===== config.mk =====
export PLATFORM = sky130hd
export DESIGN_NAME = sprite_motion_sched
export DESIGN_NICKNAME = d
export VERILOG_FILES = /design/src/rtl/sprite_motion_sched.sv
export SDC_FILE = /design/constraint.sdc
export NUM_CORES = 1
export LEC_CHECK = 0
export CORE_ASPECT_RATIO = 2
export CORE_MARGIN = 2
export CORE_UTILIZATION = 55
export CTS_CLUSTER_SIZE = 14
export DETAILED_ROUTE_END_ITERATION = 7
export GPL_TIMING_DRIVEN = 0
export PLACE_DENSITY = 0.78
export SYNTH_ARGS = -nofsm -noshare
export SYNTH_HDL_FRONTEND = slang
export SYNTH_SLANG_ARGS = --single-unit

===== constraint.sdc =====
create_clock -name clk_sys -period 14.05 [get_ports clk_sys]
set_input_delay 2.1075 -clock clk_sys [delete_from_list [all_inputs] [get_ports clk_sys]]
set_output_delay 2.1075 -clock clk_sys [all_outputs]
set_load 0.005 [all_outputs]

===== src/rtl/sprite_motion_sched.sv =====
// Per-frame sprite offset scheduler: one shared adder sweeps X then Y of every sprite after each frame edge.
// Optional build macro SPRITE_WRAP_EN swaps edge bounce for wrap-around; default build bounces.
module sprite_motion_sched #(
    parameter int NUM_SPRITES = 4,
    parameter int SCREEN_W    = 800,
    parameter int SCREEN_H    = 480,
    parameter int SPRITE_SIZE = 64,
    parameter int POS_W       = 16
) (
    input  logic                    clk_sys,
    input  logic                    reset,
    input  logic                    frame_int,
    input  logic                    enable,
    input  logic                    wr_en,
    input  logic [3:0]              wr_idx,
    input  logic signed [POS_W-1:0] wr_x,
    input  logic signed [POS_W-1:0] wr_y,
    input  logic signed [POS_W-1:0] wr_dx,
    input  logic signed [POS_W-1:0] wr_dy,
    input  logic [3:0]              rd_idx,
    output logic signed [POS_W-1:0] rd_x,
    output logic signed [POS_W-1:0] rd_y,
    output logic                    busy,
    output logic                    sweep_done,
    output logic                    overrun
);
    localparam int IDX_W = (NUM_SPRITES > 1) ? $clog2(NUM_SPRITES) : 1;
    localparam logic signed [POS_W:0] MAX_X = (POS_W+1)'(SCREEN_W - SPRITE_SIZE);
    localparam logic signed [POS_W:0] MAX_Y = (POS_W+1)'(SCREEN_H - SPRITE_SIZE);

    typedef enum logic [1:0] {IDLE, UPD_X, UPD_Y, DONE} state_t;

    state_t                  state, state_n;
    logic [IDX_W-1:0]        spr_idx, spr_idx_n;
    logic                    frame_prev, edge_pend;
    logic signed [POS_W-1:0] x_mem [NUM_SPRITES];
    logic signed [POS_W-1:0] y_mem [NUM_SPRITES];
    logic signed [POS_W-1:0] dx_mem[NUM_SPRITES];
    logic signed [POS_W-1:0] dy_mem[NUM_SPRITES];

    logic wr_ok, rd_ok, upd_en, axis_y;
    logic signed [POS_W-1:0] p, d, p_n, d_n;
    logic signed [POS_W:0]   s, max_v;

    assign wr_ok  = wr_en && ({1'b0, wr_idx} < 5'(NUM_SPRITES));
    assign rd_ok  = {1'b0, rd_idx} < 5'(NUM_SPRITES);
    assign axis_y = (state == UPD_Y);
    // A host write steals the register file for the cycle, so the sweep stalls.
    assign upd_en = (state == UPD_X || state == UPD_Y) && !wr_en;

    always_ff @(posedge clk_sys) begin
        if (reset) begin
            state   <= IDLE;
            spr_idx <= '0;
        end else begin
            state   <= state_n;
            spr_idx <= spr_idx_n;
        end
    end

    always_comb begin
        state_n    = state;
        spr_idx_n  = spr_idx;
        busy       = (state != IDLE);
        sweep_done = (state == DONE);
        case (state)
            IDLE:  if (!wr_en && edge_pend && enable) begin
                       state_n   = UPD_X;
                       spr_idx_n = '0;
                   end
            UPD_X: if (!wr_en) state_n = UPD_Y;
            UPD_Y: if (!wr_en) begin
                       if (spr_idx == IDX_W'(NUM_SPRITES - 1)) begin
                           state_n = DONE;
                       end else begin
                           state_n   = UPD_X;
                           spr_idx_n = spr_idx + 1'b1;
                       end
                   end
            DONE:  state_n = IDLE;
            default: state_n = IDLE;
        endcase
    end

    always_ff @(posedge clk_sys) begin
        if (reset) begin
            frame_prev <= 1'b0;
            edge_pend  <= 1'b0;
            overrun    <= 1'b0;
        end else begin
            frame_prev <= frame_int;
            if (frame_int && !frame_prev) begin
                edge_pend <= 1'b1;
            end else if (edge_pend && (state != IDLE || !wr_en)) begin
                edge_pend <= 1'b0;
            end
            if (edge_pend && state != IDLE) overrun <= 1'b1;
        end
    end

    // Shared axis adder; the sum carries one extra bit so it cannot overflow.
    always_comb begin
        p     = axis_y ? y_mem[spr_idx]  : x_mem[spr_idx];
        d     = axis_y ? dy_mem[spr_idx] : dx_mem[spr_idx];
        max_v = axis_y ? MAX_Y : MAX_X;
        s     = {p[POS_W-1], p} + {d[POS_W-1], d};
        p_n   = s[POS_W-1:0];
        d_n   = d;
`ifdef SPRITE_WRAP_EN
        if (s[POS_W]) begin
            p_n = POS_W'(s + max_v + 1'b1);
        end else if (s > max_v) begin
            p_n = POS_W'(s - max_v - 1'b1);
        end
`else
        if (s[POS_W]) begin
            p_n = '0;
            d_n = d[POS_W-1] ? -d : d;
        end else if (s > max_v) begin
            p_n = max_v[POS_W-1:0];
            d_n = d[POS_W-1] ? d : -d;
        end
`endif
    end

    // NOTE: the sprite register file is reset because its reset contents (staggered
    // positions, unit velocity) are architectural state, not don't-care storage.
    always_ff @(posedge clk_sys) begin
        if (reset) begin
            for (int i = 0; i < NUM_SPRITES; i++) begin
                x_mem[i]  <= POS_W'(i * SPRITE_SIZE);
                y_mem[i]  <= '0;
                dx_mem[i] <= POS_W'(1);
                dy_mem[i] <= POS_W'(1);
            end
        end else if (wr_ok) begin
            x_mem[wr_idx[IDX_W-1:0]]  <= wr_x;
            y_mem[wr_idx[IDX_W-1:0]]  <= wr_y;
            dx_mem[wr_idx[IDX_W-1:0]] <= wr_dx;
            dy_mem[wr_idx[IDX_W-1:0]] <= wr_dy;
        end else if (upd_en) begin
            if (axis_y) begin
                y_mem[spr_idx]  <= p_n;
                dy_mem[spr_idx] <= d_n;
            end else begin
                x_mem[spr_idx]  <= p_n;
                dx_mem[spr_idx] <= d_n;
            end
        end
    end

    always_ff @(posedge clk_sys) begin
        if (reset) begin
            rd_x <= '0;
            rd_y <= '0;
        end else begin
            rd_x <= rd_ok ? x_mem[rd_idx[IDX_W-1:0]] : '0;
            rd_y <= rd_ok ? y_mem[rd_idx[IDX_W-1:0]] : '0;
        end
    end
endmodule


# After elaboration in Yosys (flattened, before gate mapping)
# Memory sizes are Yosys's and may differ from the RTL's. A register that Yosys moved wholly into a read port is not among the register bits.
# Cells that the tools add are included.
# word_totals
regBits	7
mem_bits_rw	256
memories	4
# op_classes
add_sub_neg	3
order_cmp	3
eq_ne	8
muxes	67
bitwise_logic	1
n_reduce_logical	26
# memory_table
name	depth	word_bits	rd	rd_clocked_by_memory_dff	wr	line_no	source
dx_mem	4	16	1	1	4	38	logic signed [POS_W-1:0] dx_mem[NUM_SPRITES];
dy_mem	4	16	1	1	4	39	logic signed [POS_W-1:0] dy_mem[NUM_SPRITES];
x_mem	4	16	2	2	4	36	logic signed [POS_W-1:0] x_mem [NUM_SPRITES];
y_mem	4	16	2	2	4	37	logic signed [POS_W-1:0] y_mem [NUM_SPRITES];
# ops
operator	count
$mux W16	16
$reduce_or A16 Y1	8
$mux W2	23
$mux W1	25
$add A16 B16 Y17	1
$gt A17 B11 Y1	1
$neg A16 Y16	1
$mux W10	1
$lt A4 B3 Y1 const B	2
$ne A2 B2 Y1 const B	4
$pmux W2 S4	1
$logic_and A1 B1 Y1	7
$eq A2 B2 Y1 const B	3
$reduce_bool A2 Y1	3
$pmux W2 S2	1
$reduce_and A4 Y1	1
$reduce_and A3 Y1	1
$add A2 B1 Y2 const B	1
$eq A2 B1 Y1 const B	1
$logic_not A1 Y1	2
$logic_not A2 Y1	1
$logic_or A1 B1 Y1	2
$reduce_or A2 Y1	1
$not A1 Y1	1

# Depth between registers and ports, before layout
# Gate-level depths: netlist of run 1.
# logic_depth
depth_word	9
depth_mapped	27
mapped_depth_nobuf	21

# Worst setup path after synthesis of run 1
# Ideal clock, no wire load.
# synth_timing
path_type	flip-flop to flip-flop
from	register (tool-made name)
to	memory dx_mem[0][6], data pin
setup_time_ns	0.272
arrival_time_ns	6.471
path_slack_ns	7.308
path_stages_with_launch	26
path_buffers	6
period_less_slack_ns	6.742
cell_sequence	dfxtp_1 buf_6 buf_12 buf_2 buf_1 buf_1 mux4_2 nand2_1 nand2_1 ha_1 fa_1 a21o_1 a221o_1 a21o_1 a21oi_1 xnor2_1 ha_1 nand2_1 or3_1 a32o_1 a221oi_1 or3_1 buf_2 mux2_2 a221oi_1 nor2_1
# synth_lines
element	line_no
to (decl)	38

==> results.md, run 1 <==
* Register area share after synthesis at 0.529
* Vias per inst at 6.62
* Skew-Pair Late Insertion Delay at 0.56 ns
* Commonest cells post-synth: edfxtp_1 (256), nor2_1 (181), nand2_1 (159), mux4_2 (96), a21oi_1 (81)
* Final Max Slew Viols at 0
* Synth Area in Simple Gates at 0.160
* Number of global-route vias before repair at 13200
* Die height at 246 um
* RSZ-0062 raised after global routing: false
* CTS sink cnt at 297
* Synth area leaders: edfxtp_1 (48%), mux4_2 (13%), dfxtp_1 (5.1%)
* IO Port Bufs at 108
* CP Capture Type: flop
* Post-synthesis mux area share at 0.156
* Adder-cell share of the synthesized area at 0.0207
* Final ANT Viol Nets at 0
* Largest area contributor in the netlist: edfxtp_1
* Most frequent cell after synthesis: edfxtp_1
* Compound-cell area share of the yosys netlist at 0.0917
* Die Wd at 125 um
* Startpoint types: flop
* Largest family of logic cells by synthesized area: simple AND/OR/NAND/NOR gates
* Synthesis Warnings at 0
* Max FO, Critical Path at 10
* Die area at 30700 um^2
* Period utilization at 0.642
* H-Tree Depth at 1
* Ys async rst share at 0
* Dominant synthesized flop cell: edfxtp_1
* Avg WL per Cell at 29.8 um
* Post-Syn Area at 16100 um^2
* WS Path Type: flop to flop
* Post_cts resized at 0
* Synth unique cells at 77
* Top-area cell type share of the netlist area at 0.478
* Num CTS Buffers at 27
* Max transition margin at 0.109
* CTS Hold Bufs at 0
* Status: complete, no violations
* GP Congestion at 1.04
* Final Skew at 0.0227 ns
* CTS tree: built
* CP required at 14.30 ns
* Initial DRC Count at 1311
* GRT Total Usage at 0.373
* IO Pins at 112
* First-pass GRT wire length at 82700 um
* Final setup viols at 0
* Core Footprint at 28800 um^2
* Final Hold Fails at 0
* Min Tclk post-route at 9.02 ns
* Row cnt at 88
* Leakage at 0.00665 uW
* Area delta synth->final at 16.2%
* Area of the multi-input gates at 6990 um^2
* Final net count at 1634
* Max Clk Rate at 0.111 GHz
* Setup TNS at 0 ns
* Clk Tree Root Cell: clkbuf_16
* Residual DRC at 0
* Finished Layout Cells at 1913
* Drt pass-1 iters at 6
* Critical Path AT at 9.28 ns
* Synth Area in XOR/XNOR at 0.00436
* Initial antenna violation count at 0
* Largest net degree at the start of global routing at 29
* Worst-path clk slew at 0.07 ns
* Vias at 12700
* Grt ovf at 0
* Pwr dens at 106 nW/um^2
* Post-synth EDFFs at 256
* Postcts setup bufs at 0
* Dpl cells at 1861
* WL final at 56900 um
* Worst hold path class: flop to flop
* #FFs+latches synth at 297
* Post-Syn Area per Cell at 11.6 um^2
* Initial Util at 0.558
* Layout cells sized above 1 at 0.134
* Max cap viols at 0
* VDD IR max at 0.0000977 V
* Detailed Place HPWL at 42600 um
* Post-Syn Nets at 1484
* Register Area at 8510 um^2
* Fill cells at 2274
* CTS max path bufs at 3
* Slew @ Worst Pin at 1.34 ns
* Syn Inst Count at 1381
[report_power, final]
part | internal [uW] | total (uW) | switching [uW]
logic | 99.6 | 254 | 155
clock network | 391 | 715 | 324
registers | 996 | 1010 | 17.6
total | 1490 | 1980 | 496
[flip-flops by register name, summed over array words and instances (netlist names), 2 cells and up, named ones only]
| name | count |
|---|---|
| y_mem | 64 |
| x_mem | 64 |
| spr_idx | 2 |
| dy_mem | 64 |
| rd_x | 16 |
| state | 2 |
| dx_mem | 64 |
| rd_y | 16 |
[logic make-up after synthesis]
kind of cell    count (synthesis)
fa+ha+maj                      26
xor+xnor                        8
compound gates                229
mux                           125
flops                         297
simple gates                  548
buf+inv                       148
[critical path: stages, from the launching register on]
cell	delay, ns
dfxtp_1	0.34
buf_6	0.18
buf_12	0.19
buf_2	0.36
buf_1	1.03
buf_1	0.81
mux4_2	0.69
nand2_1	0.12
nand2_1	0.07
ha_1	0.21
fa_1	0.43
a21o_1	0.18
a221o_1	0.40
a21o_1	0.22
a21oi_1	0.17
xnor2_1	0.27
ha_1	0.34
nor2b_1	0.13
o21ai_0	0.12
a32o_1	0.17
a221oi_1	0.12
or3_1	0.48
a21oi_1	0.61
buf_2	0.52
mux2i_1	0.40
a21oi_1	0.12
[routing by layer]
layer | track usage | share of wire | vias to the layer above
met1 | 0.377 | 0.30 | 6147
met4 | 0.347 | 0.12 | 0
li1 | - | - | 5469
met2 | 0.657 | 0.51 | 760
met3 | 0.0503 | 0.069 | 279
met5 | 0 | 0 | -
[final cells by class]
class / count / share of cell area
inverters: 64 / 0.0129
flip-flops and latches: 297 / 0.455
diodes: 2 / 0.000268
well taps: 360 / 0.0241
clock buffers: 42 / 0.0408
multi-input cells: 936 / 0.374
plain buffers: 84 / 0.0203
repair buffers: 121 / 0.0691
clock inverters: 7 / 0.00348
[path summary, 6_finish.rpt]
path | from | end | slack (ns) | cells past startpoint
hold / removal | overrun | overrun | 0.48 | 2
setup reg to reg | flop | dy_mem[0][7] | 5.03 | 25
setup / recovery | flop | dy_mem[0][7] | 5.03 | 25
hold reg to reg | overrun | overrun | 0.48 | 2
[metrics by stage]
stage	area [um^2]	setup WS (ns)	total power [uW]	util	hold WS [ns]
floorplan	16100	7.31	1170	-	0.460
global placement	17600	4.32	1270	0.611	0.455
detailed placement	17800	5.19	1280	0.619	0.465
CTS	18700	5.14	1980	0.647	0.481
global route	18700	4.72	2030	0.648	0.533
finish	18700	5.03	1980	0.648	0.479
[cell usage in the layout, fill, tap and decap left out, drive strengths merged, types with 35 or more instances in the layout]
cell type and count:
a21oi 81, buf 49, clkbuf 90, clkdlybuf4s50 108
dfxtp 41, edfxtp 256, inv 65, mux4 96
nand2 159, nor2 181, nor2b 38, nor3 52
o21ai 35
Note: power is estimated with default switching activity, not from simulation.
==> inputs of run 2 (changes only) <==
==> constraint.sdc (replaced) <==
create_clock -name clk_sys -period 9.2 [get_ports clk_sys]
set_input_delay 1.38 -clock clk_sys [delete_from_list [all_inputs] [get_ports clk_sys]]
set_output_delay 1.38 -clock clk_sys [all_outputs]
set_load 0.005 [all_outputs]
==> results.md, run 2 (synthesis results as in run 1) <==
* Period utilization at 0.979 (+0.337)
* Initial antenna violation count at 0 (unchanged)
* Total power at 3030 uW (+53%)
* VDD IR max at 0.000149 V (+52%)
* CP required at 9.47 ns (-4.83 ns)
* CTS max path bufs at 3 (unchanged)
* Worst-path clk slew at 0.07 ns (about the same)
* Post_cts resized at 0 (unchanged)
* Min Tclk post-route at 9.01 ns (-0.0145 ns)
* CTS tree: built
* Avg WL per Cell at 29.8 um (about the same)
* Core Footprint at 28800 um^2 (unchanged)
* Int Pwr at 2270 uW (+53%)
* Final ANT Viol Nets at 0 (unchanged)
* GRT Total Usage at 0.373 (unchanged)
* Startpoint types: flop
* H-Tree Depth at 1 (unchanged)
* Comb power frac at 0.128 (about the same)
* Postcts setup bufs at 0 (unchanged)
* Initial Util at 0.558 (unchanged)
* Fill cells at 2273 (-0.044%)
* IO Port Bufs at 108 (unchanged)
* WS Path Type: flop to flop
* CP Capture Type: flop
* Row cnt at 88 (unchanged)
* Register Area at 8510 um^2 (unchanged)
* Dpl cells at 1861 (unchanged)
* Area of the multi-input gates at 6990 um^2 (unchanged)
* Max FO, Critical Path at 10 (unchanged)
* R2R Path End: dy_mem[2][8]
* Final hold slack at 0.481 ns (+0.00204 ns)
* Status: complete, no violations
* Clock Power Share at 0.360 (about the same)
* Sw frac at 0.250 (-0.000282)
* Final setup viols at 0 (unchanged)
* Max transition margin at 0.112 (+0.00239)
* Area delta synth->final at 16.2% (about the same)
* Slew @ Worst Pin at 1.32 ns (-0.0175 ns)
* Commonest non-fill, non-tap cell in the layout: edfxtp_1
* Layout cells sized above 1 at 0.134 (about the same)
* Skew-Pair Late Insertion Delay at 0.56 ns (about the same)
* Post-layout util at 0.648 (about the same)
* Max cap viols at 0 (unchanged)
* Die area at 30700 um^2 (unchanged)
* Drt pass-1 iters at 6 (unchanged)
* Critical Path AT at 9.28 ns (about the same)
* NetSw at 757 uW (+52%)
* Residual DRC at 0 (unchanged)
* Final Max Slew Viols at 0 (unchanged)
* WL final at 56900 um (about the same)
* Vias at 12700 (+0.54%)
* Max Clk Rate at 0.111 GHz (+0.16%)
* Finished Layout Cells at 1911 (-0.10%)
* Detailed Place HPWL at 42600 um (unchanged)
* Reg2reg path depth at 26 (+4.0%)
* Final net count at 1633 (-0.061%)
* Final Hold Fails at 0 (unchanged)
* Grt ovf at 0 (unchanged)
* Initial DRC Count at 1346 (+2.7%)
* CTS sink cnt at 297 (unchanged)
* First-pass GRT wire length at 82700 um (unchanged)
* Pwr dens at 162 nW/um^2 (+53%)
* Sequential share of power at 0.511 (about the same)
* Num CTS Buffers at 27 (unchanged)
* Flop2flop setup slack at 0.19 ns (-4.84 ns)
* Vias per inst at 6.66 (+0.64%)
* Final Skew at 0.0206 ns (-0.00209 ns)
* Setup TNS at 0 ns (unchanged)
* Most frequent cells in the layout: edfxtp_1 (256), nor2_1 (181), nand2_1 (159)
* Largest net degree at the start of global routing at 29 (unchanged)
* Worst Setup EP: dy_mem[2][8]
* Die height at 246 um (unchanged)
* Leakage at 0.00665 uW (about the same)
* Die Wd at 125 um (unchanged)
* IO Pins at 112 (unchanged)
* GP Congestion at 1.04 (unchanged)
* Clk Tree Root Cell: clkbuf_16
* Number of global-route vias before repair at 13200 (unchanged)
* Worst hold path class: flop to flop
* RSZ-0062 raised after global routing: false
-- run 2: final cells by class --
type / count / share of cell area
inverters: 64 / 0.0129
plain buffers: 83 / 0.0201
well taps: 360 / 0.0241
multi-input cells: 936 / 0.374
diodes: 1 / 0.000134
clock buffers: 42 / 0.0408
repair buffers: 121 / 0.0692
clock inverters: 7 / 0.00348
flip-flops and latches: 297 / 0.455
-- run 2: power by group through the flow --
stage               registers (uW)  logic (uW)  clock network, uW
finish                        1550         389               1090
global route                  1550         407               1140
CTS                           1550         380               1090
detailed placement            1580         378                  0
global placement              1570         364                  0
floorplan                     1570         213                  0
-- run 2: per-stage QoR --
step	instance area [um^2]	setup slack (ns)
after floorplan	16100	2.46
after global placement	17600	0.197
after detailed placement	17800	0.337
after CTS	18700	0.291
after global routing	18700	0.102
final	18700	0.192
-- run 2: critical path: stages, from the launching register on --
cell      delay [ns]
dfxtp_1         0.30
buf_2           0.23
buf_6           0.24
buf_2           0.40
buf_2           0.37
buf_1           0.83
clkbuf_1        0.68
mux4_2          0.49
nand2_1         0.13
nand2_1         0.07
ha_1            0.21
fa_1            0.43
a21o_1          0.18
a221o_1         0.40
a21o_1          0.22
a21oi_1         0.17
xnor2_1         0.27
ha_1            0.33
nor2b_1         0.13
o21ai_0         0.12
a32o_1          0.17
a221oi_1        0.11
or3_1           0.48
a21oi_1         0.63
buf_2           0.53
mux2i_1         0.40
a21oi_1         0.12
-- run 2: how the worst min path moves through the flow --
stage / to / cells after the start / slack (ns) / start
2_1_floorplan: overrun / 2 / 0.46 / overrun
3_3_place_gp: overrun / 2 / 0.45 / overrun
3_5_place_dp: overrun / 2 / 0.47 / overrun
4_1_cts: overrun / 2 / 0.48 / overrun
5_1_grt: edge_pend / 2 / 0.53 / frame_prev
6_report: overrun / 2 / 0.48 / overrun
-- run 2: repair_timing --
action / in CTS / in global routing
setup endpoints to repair: 0 / 43
hold buffers: 0 / 0
endpoints found under the hold margin: 0 / 0
-- run 2: metal layers --
layer	track usage	vias to the layer above	wire length, um	share of wire
met1	0.377	6190	17000	0.30
met5	0	-	0	0
li1	-	5470	-	-
met3	0.0503	271	4310	0.076
met2	0.657	792	29200	0.51
met4	0.347	0	6380	0.11
==> inputs of run 3 (changes only) <==
--- a/config.mk
+++ b/config.mk
@@ -12,6 +12,7 @@
 export DETAILED_ROUTE_END_ITERATION = 7
 export GPL_TIMING_DRIVEN = 0
 export PLACE_DENSITY = 0.78
+export RECOVER_POWER = 100
 export SYNTH_ARGS = -nofsm -noshare
 export SYNTH_HDL_FRONTEND = slang
 export SYNTH_SLANG_ARGS = --single-unit
==> results.md, run 3 (synthesis results as in run 1) <==
* Worst-path clk slew at 0.07 ns (about the same)
* Delay-heaviest family, CP: buffers and inverters
* Antenna fix cells at 0 (-1)
* Register Area at 8510 um^2 (unchanged)
* Final hold slack at 0.475 ns (-0.00564 ns)
* Reg2reg path depth at 26 (unchanged)
* Commonest non-fill, non-tap cell in the layout: edfxtp_1
* Slowest stage cell, crit path: clkbuf_1
* Final net count at 1633 (unchanged)
* Critical Path Max Stage Delay at 0.83 ns (about the same)
* Setup TNS at 0 ns (unchanged)
* Slew @ Worst Pin at 2.47 ns (+1.16 ns)
* Die height at 246 um (unchanged)
* Post_cts resized at 0 (unchanged)
* Initial Util at 0.558 (unchanged)
* Comb power frac at 0.124 (-0.004)
* GP Congestion at 1.04 (unchanged)
* Vias per inst at 6.67 (+0.15%)
* WS Path Type: flop to flop
* Bufs and invs on worst path at 7 (unchanged)
* Finished Layout Cells at 1910 (-0.052%)
* Final Hold Fails at 0 (unchanged)
* Die area at 30700 um^2 (unchanged)
* RSZ-0062 raised after global routing: false
* Max cap viols at 7 (+7)
* Drt pass-1 iters at 7 (+1)
* Residual DRC at 0 (unchanged)
* CTS max path bufs at 3 (unchanged)
* Dpl cells at 1861 (unchanged)
* Final Skew at 0.0166 ns (-0.00401 ns)
* IO Port Bufs at 108 (unchanged)
* Sequential share of power at 0.513 (+0.002)
* Sw frac at 0.251 (+0.00131)
* First-pass GRT wire length at 82700 um (unchanged)
* Pwr dens at 163 nW/um^2 (+0.91%)
* Hold depth at 2 (unchanged)
* Initial antenna violation count at 0 (unchanged)
* Vias at 12700 (+0.10%)
* Avg WL per Cell at 29.8 um (+0.13%)
* Final setup viols at 0 (unchanged)
* Initial DRC Count at 1293 (-3.9%)
* CP Capture Type: flop
* Period utilization at 0.980 (+0.00108)
* WL final at 56900 um (about the same)
* CP required at 9.45 ns (-0.02 ns)
* Area of the multi-input gates at 6940 um^2 (-0.73%)
* H-Tree Depth at 1 (unchanged)
* Final ANT Viol Nets at 0 (unchanged)
* Max Clk Rate at 0.111 GHz (-0.11%)
* CTS sink cnt at 297 (unchanged)
* Largest net degree at the start of global routing at 29 (unchanged)
* GRT Total Usage at 0.373 (unchanged)
* Final Max Slew Viols at 166 (+166)
* Clk Tree Root Cell: clkbuf_16
* CTS tree: built
* Grt ovf at 0 (unchanged)
* Fill cells at 2300 (+1.2%)
* NetSw at 759 uW (+0.26%)
* Number of global-route vias before repair at 13200 (unchanged)
* Startpoint types: flop
* Clock Power Share at 0.363 (+0.003)
* Leakage at 0.00664 uW (about the same)
* Worst hold path class: flop to flop
* Status: finished with violations
* Min Tclk post-route at 9.02 ns (+0.00989 ns)
* Worst path depth at 26 (unchanged)
* Max transition margin at -0.650 (-0.761)
* Num CTS Buffers at 27 (unchanged)
* Failing checks: capacitance limit, slew limit
* Row cnt at 88 (unchanged)
* Flop2flop setup slack at 0.18 ns (about the same)
* IO Pins at 112 (unchanged)
* Max FO, Critical Path at 10 (unchanged)
* Critical Path AT at 9.27 ns (about the same)
* VDD IR max at 0.000149 V (about the same)
* Core Footprint at 28800 um^2 (unchanged)
* Area delta synth->final at 14.8%
* Int Pwr at 2260 uW (-0.43%)
* Detailed Place HPWL at 42600 um (unchanged)
* Most frequent cells in the layout: edfxtp_1 (256), nor2_1 (181), nand2_1 (159)
* Die Wd at 125 um (unchanged)
* Skew-Pair Late Insertion Delay at 0.56 ns (about the same)
* Layout cells sized above 1 at 0.115 (-0.0194)
## run 3: changes by cell type in the layout (fill, tap and decap cells not counted), sizes merged
cell / previous run / this run
buf: 48 / 23
diode: 1 / 0
clkdlybuf4s50: 108 / 71
clkbuf: 90 / 115
dlygate4sd3: 0 / 37
## run 3: worst paths after layout
path | start | to
min | overrun | overrun
max | flop | dy_mem[0][7]
min reg2reg | overrun | overrun
max reg2reg | flop | dy_mem[0][7]
## run 3: power by group through the flow
stage / logic [uW] / registers (uW) / clock network [uW]
after floorplan: 213 / 1570 / 0
after global placement: 364 / 1570 / 0
after detailed placement: 378 / 1580 / 0
after CTS: 380 / 1550 / 1090
after global routing: 392 / 1550 / 1140
final: 374 / 1550 / 1090
## run 3: what timing repair did
| item | in CTS | in global routing |
|---|---|---|
| hold buffers | 0 | 0 |
| setup buffers | 0 | 0 |
| setup endpoints to repair | 0 | 43 |
## run 3: worst min-delay path, stage by stage, from the launching register on
cell	delay, ns
dfxtp_1	0.33
a21oi_1	0.04
nor2_1	0.07
## run 3: cell type report
class	instances	area share
inverter	64	0.0130
sequential	297	0.461
multi-input combinational	936	0.376
timing repair buffer	121	0.0612
buffer	83	0.0203
clock inverter	7	0.00352
tap	360	0.0244
clock buffer	42	0.0413
## run 3: metrics by stage
| stage | total power [uW] | setup slack (ns) | util | area, um^2 |
|---|---|---|---|---|
| final | 3020 | 0.182 | 0.640 | 18500 |
| after global placement | 1940 | 0.197 | 0.611 | 17600 |
| after detailed placement | 1950 | 0.337 | 0.619 | 17800 |
| after CTS | 3020 | 0.291 | 0.647 | 18700 |
| after global routing | 3090 | 0.0596 | 0.640 | 18500 |
| after floorplan | 1780 | 2.46 | - | 16100 |
## run 3: metal layers
layer | wire [um] | track usage | vias up
li1 | - | - | 5465
met1 | 17100 | 0.377 | 6218
met2 | 29100 | 0.657 | 757
met3 | 4020 | 0.0503 | 296
met4 | 6720 | 0.347 | 0
met5 | 0 | 0 | -
